## config.mk

```make
export PLATFORM = sky130hd
export DESIGN_NAME = aes_round_sequencer
export DESIGN_NICKNAME = d
export VERILOG_FILES = /design/src/rtl/aes_round_sequencer.sv
export SDC_FILE = /design/constraint.sdc
export NUM_CORES = 1
export LEC_CHECK = 0
export CELL_PAD_IN_SITES_DETAIL_PLACEMENT = 1
export CELL_PAD_IN_SITES_GLOBAL_PLACEMENT = 1
export CORE_ASPECT_RATIO = 1.5
export CORE_MARGIN = 2
export CORE_UTILIZATION = 30
export CTS_BUF_LIST = sky130_fd_sc_hd__clkbuf_16
export DETAILED_ROUTE_END_ITERATION = 16
export HOLD_SLACK_MARGIN = 0.15
export PLACE_DENSITY = 0.69
export SLEW_MARGIN = 10
export SYNTH_ARGS = -nofsm -noshare
export SYNTH_HDL_FRONTEND = slang
export SYNTH_SLANG_ARGS = --single-unit
```

## constraint.sdc

```tcl
create_clock -name clk -period 1.8 [get_ports clk]
set_input_delay 0.36 -clock clk [delete_from_list [all_inputs] [get_ports clk]]
set_output_delay 0.36 -clock clk [all_outputs]
set_load 0.01 [all_outputs]
```

## src/rtl/aes_round_sequencer.sv

```systemverilog
// Iterative AES encryption round controller: sequences key requests and
// round-type selects for a shared round datapath, with result handshake.
module aes_round_sequencer #(
    parameter int NR    = 10,
    parameter int CNT_W = 16
) (
    input  logic             clk,
    input  logic             rst_n,
    input  logic             in_valid,
    output logic             in_ready,
    output logic             key_req,
    output logic [3:0]       key_round,
    input  logic             key_valid,
    output logic             dp_en,
    output logic [1:0]       dp_sel,
    output logic [3:0]       round_num,
    output logic             busy,
    output logic             out_valid,
    input  logic             out_ready,
    output logic [CNT_W-1:0] blk_count
);

    typedef enum logic [1:0] {
        S_IDLE = 2'd0,
        S_KREQ = 2'd1,
        S_DONE = 2'd2
    } state_t;

    localparam logic [3:0] NR_L      = 4'(NR);
    localparam logic [1:0] SEL_INIT  = 2'd0;
    localparam logic [1:0] SEL_FULL  = 2'd1;
    localparam logic [1:0] SEL_FINAL = 2'd2;

    state_t           r_state;
    logic [3:0]       r_round;
    logic [CNT_W-1:0] r_blk_count;

    logic w_in_kreq;
    logic w_key_fire;

    assign w_in_kreq  = (r_state == S_KREQ);
    // key_valid only matters while a request is outstanding
    assign w_key_fire = w_in_kreq && key_valid;

    always_ff @(posedge clk or negedge rst_n) begin
        if (!rst_n) begin
            r_state     <= S_IDLE;
            r_round     <= 4'd0;
            r_blk_count <= '0;
        end else begin
            case (r_state)
                S_IDLE: begin
                    if (in_valid) begin
                        r_round <= 4'd0;
                        r_state <= S_KREQ;
                    end
                end
                S_KREQ: begin
                    if (key_valid) begin
                        if (r_round == NR_L) begin
                            r_state <= S_DONE;
                        end else begin
                            r_round <= r_round + 4'd1;
                        end
                    end
                end
                S_DONE: begin
                    if (out_ready) begin
                        r_blk_count <= r_blk_count + 1'b1;
                        r_state     <= S_IDLE;
                    end
                end
                default: r_state <= S_IDLE;
            endcase
        end
    end

    // All outputs decode async-reset registers, so reset is visible at once
    always_comb begin
        dp_sel = SEL_INIT;
        if (w_in_kreq) begin
            if (r_round == 4'd0) begin
                dp_sel = SEL_INIT;
            end else if (r_round == NR_L) begin
                dp_sel = SEL_FINAL;
            end else begin
                dp_sel = SEL_FULL;
            end
        end
    end

    assign in_ready  = (r_state == S_IDLE);
    assign key_req   = w_in_kreq;
    assign key_round = r_round;
    assign dp_en     = w_key_fire;
    assign round_num = r_round;
    assign busy      = (r_state != S_IDLE);
    assign out_valid = (r_state == S_DONE);
    assign blk_count = r_blk_count;

endmodule

```

==> impl_metrics.yaml <==
global_route:
  antenna_found_initial: 0
  track_usage_pct: 14.7
  grt_pass1_vias: 1132
  grt_overflow_total: 0
  grt_pass1_wl_um: 5200
  grt_max_degree: 23
setup_path:
  critPathKind: "register to primary output"
  cp.required_ns: 1.44
  crit_path_end_kind: "primary output"
  worst-path-buf-inv: 2
  critPathLaunchType: "register"
  crit_path_cell_trace: "inv_2 > ha_2 > and3b_1 > and2_2 > buf_2"
  arrival_ns: 1.36
  critPathTopFamily: "simple AND/OR/NAND/NOR gates"
  crit_slowest_cell: "dfrtp_1"
  crit_fanout: 3
  cp_slowest_stage_delay_ns: 0.36
final_layout:
  area_growth_pct: 46.1
  diodes: 0
  fin_nets: 170
  multi_input_area_um2: 553
  drive_gt1_share_pct: 19.5
  fillers: 437
  seq_area_um2: 551
sta:
  fin_worst_skew_ns: 0.00136
  setup_violations: 0
  worst_pin_slew_ns: 0.304
  setup-tns-final_ns: 0
  fin_ws_ns: 0.0845
  max_slew_margin_pct: 79.7
  hold_viol_final: 0
  slew_violations: 0
  post-route-period-util_pct: 95.3
  timing.final.crit_period_ns: 1.72
  grt_setup_unrepaired: "no"
  max_freq_mhz: 583
clock_network:
  clockBufferDepth: 2
  cts_buffers: 3
  cts.clk_slew.worst_paths_ns: 0.06
  cts_setup_buffers: 0
  htreeDepth: 1
  clock_sinks: 22
  insertion_delay_ns: 0.25
  root_buffer: "clkbuf_16"
  cts_tree: "done"
  hold_buffers: 0
routing:
  wl_per_cell_um: 14.9
  vias_per_cell: 5.00
  ant_nets: 0
  vias: 1011
  routed_wl_um: 3010
  first_pass_iters: 2
  drc: 0
  initialDrtViolationCount: 7
synthesis:
  synth_cell_type_count: 34
  netlist.area_leader.share_pct: 46.7
  yosysSeqAreaShare_pct: 46.7
  synth_area_um2: 1180
  synth_edf_count: 0
  avgSynthCellArea_um2: 10.6
  syn_inst: 111
  ys_warn_count: 0
  synth_flop_cell: "dfrtp_1"
  synthArstFlopShare_pct: 100
  yosys.area.top_type: "dfrtp_1"
  syn_nets: 120
  synth_common_cells: "22 x dfrtp_1, 11 x xnor2_1, 9 x nand2_1, 8 x inv_1, 7 x nand3_1"
  ys_seq_elements: 22
  synth_most_common_cell: "dfrtp_1"
  yosys-top-cells-area: "dfrtp_1 47%, xnor2_1 8.2%, ha_1 4.2%"
pwr:
  peakVddDrop_v: 0.000854
  p_total_uw: 2020
  power.static_leakage_uw: 0.000814
  power_density_nw_per_um2: 1170
floorplanning:
  die_w_um: 55.2
  die_y_um: 80.8
  rows: 27
  fp.dieArea_um2: 4460
  io_pins: 36
  start_util_pct: 31.8
  core_um2: 3720
hold_path:
  hold_path_class: "primary input to asynchronous set/reset pin"
placement:
  dpl.hpwl_um: 2370
  gp_congestion: 0.711
  numPortBuffers: 35
  place_ws_ns: -0.0708
run:
  drv_cap: 0
outcome:
  status: "complete, no violations"
worst paths after layout:
| kind | depth (start not counted) | from | endpoint | slack [ns] |
|---|---|---|---|---|
| max in group asynchronous | 2 | rst_n | blk_count[14]$_DFFE_PN0P_ | 1.12 |
| setup reg to reg | 7 | key_round[0]$_DFFE_PN0P_ | key_round[2]$_DFFE_PN0P_ | 0.15 |
| hold reg to reg | 1 | blk_count[15]$_DFFE_PN0P_ | blk_count[15]$_DFFE_PN0P_ | 0.48 |
| hold / removal | 2 | rst_n | blk_count[2]$_DFFE_PN0P_ | 0.46 |
| setup / recovery | 5 | key_round[0]$_DFFE_PN0P_ | dp_sel[1] | 0.08 |
| min in group clk | 1 | blk_count[15]$_DFFE_PN0P_ | blk_count[15]$_DFFE_PN0P_ | 0.48 |
cell families after synthesis:
kind of cell / share of synthesized area [%]
simple gates: 21.2
flops: 46.7
xor+xnor: 11.9
buf+inv: 6.89
compound gates: 6.47
fa+ha+maj: 4.24
mux: 2.65
metal layers:
layer / wire length (um) / up-vias / global-route usage, %
met5: 0 / - / 0
met4: 24 / 0 / 3.90
met3: 130 / 2 / 2.87
met2: 1710 / 33 / 28.5
met1: 1150 / 504 / 16.3
li1: - / 472 / -
layout by cell type, fill, tap and decap left out, drive strengths merged, types with 6 or more instances in the layout:
cell and instances:
nand3 7, dfrtp 22, nand2 9, inv 8, buf 18, clkdlybuf4s50 28, xnor2 11, nor2 6
registers in the layout, summed over array words and instances, names as in the netlist:
signal	count
key_round	4
r_state	2
blk_count	16
report_power, final:
group	switching (uW)	leakage, uW	internal (uW)	total, uW
Combinational	442	0.000487	505	947
Sequential	59.2	0.000290	561	620
Clock	161	0.0000370	293	454
through the flow:
step                hold slack [ns]  std cells  instance area [um^2]  util [%]
detailed placement            0.473        199                  1660      44.7
finish                        0.463        202                  1720      46.4
global route                  0.500        202                  1720      46.4
floorplan                    0.0644        111                  1180         -
global placement              0.458        199                  1660      44.7
CTS                           0.476        202                  1730      46.4
worst register-to-register path, delay by kind of cell, from the launching register on:
| kind | cells | cell delay [ns] |
|---|---|---|
| adders and majority gates | 1 | 0.18 |
| DFF | 1 | 0.36 |
| and+or+nand+nor | 1 | 0.19 |
| buffers and inverters | 2 | 0.22 |
| AOI/OAI and AO/OA | 2 | 0.43 |
| xor gates and xnor gates | 1 | 0.17 |
timing repair:
item,in CTS,in global routing
resized for setup,12,3
endpoints found under the setup margin,7,2
gates cloned,0,0
cell type report:
| class | count | share of cell area (%) |
|---|---|---|
| multi-input cells | 74 | 32.1 |
| inverters | 8 | 1.74 |
| clock buffers | 3 | 4.35 |
| well taps | 43 | 3.12 |
| repair buffers | 52 | 26.8 |
| flip-flops and latches | 22 | 31.9 |
Note: power is estimated with default switching activity, not from simulation.
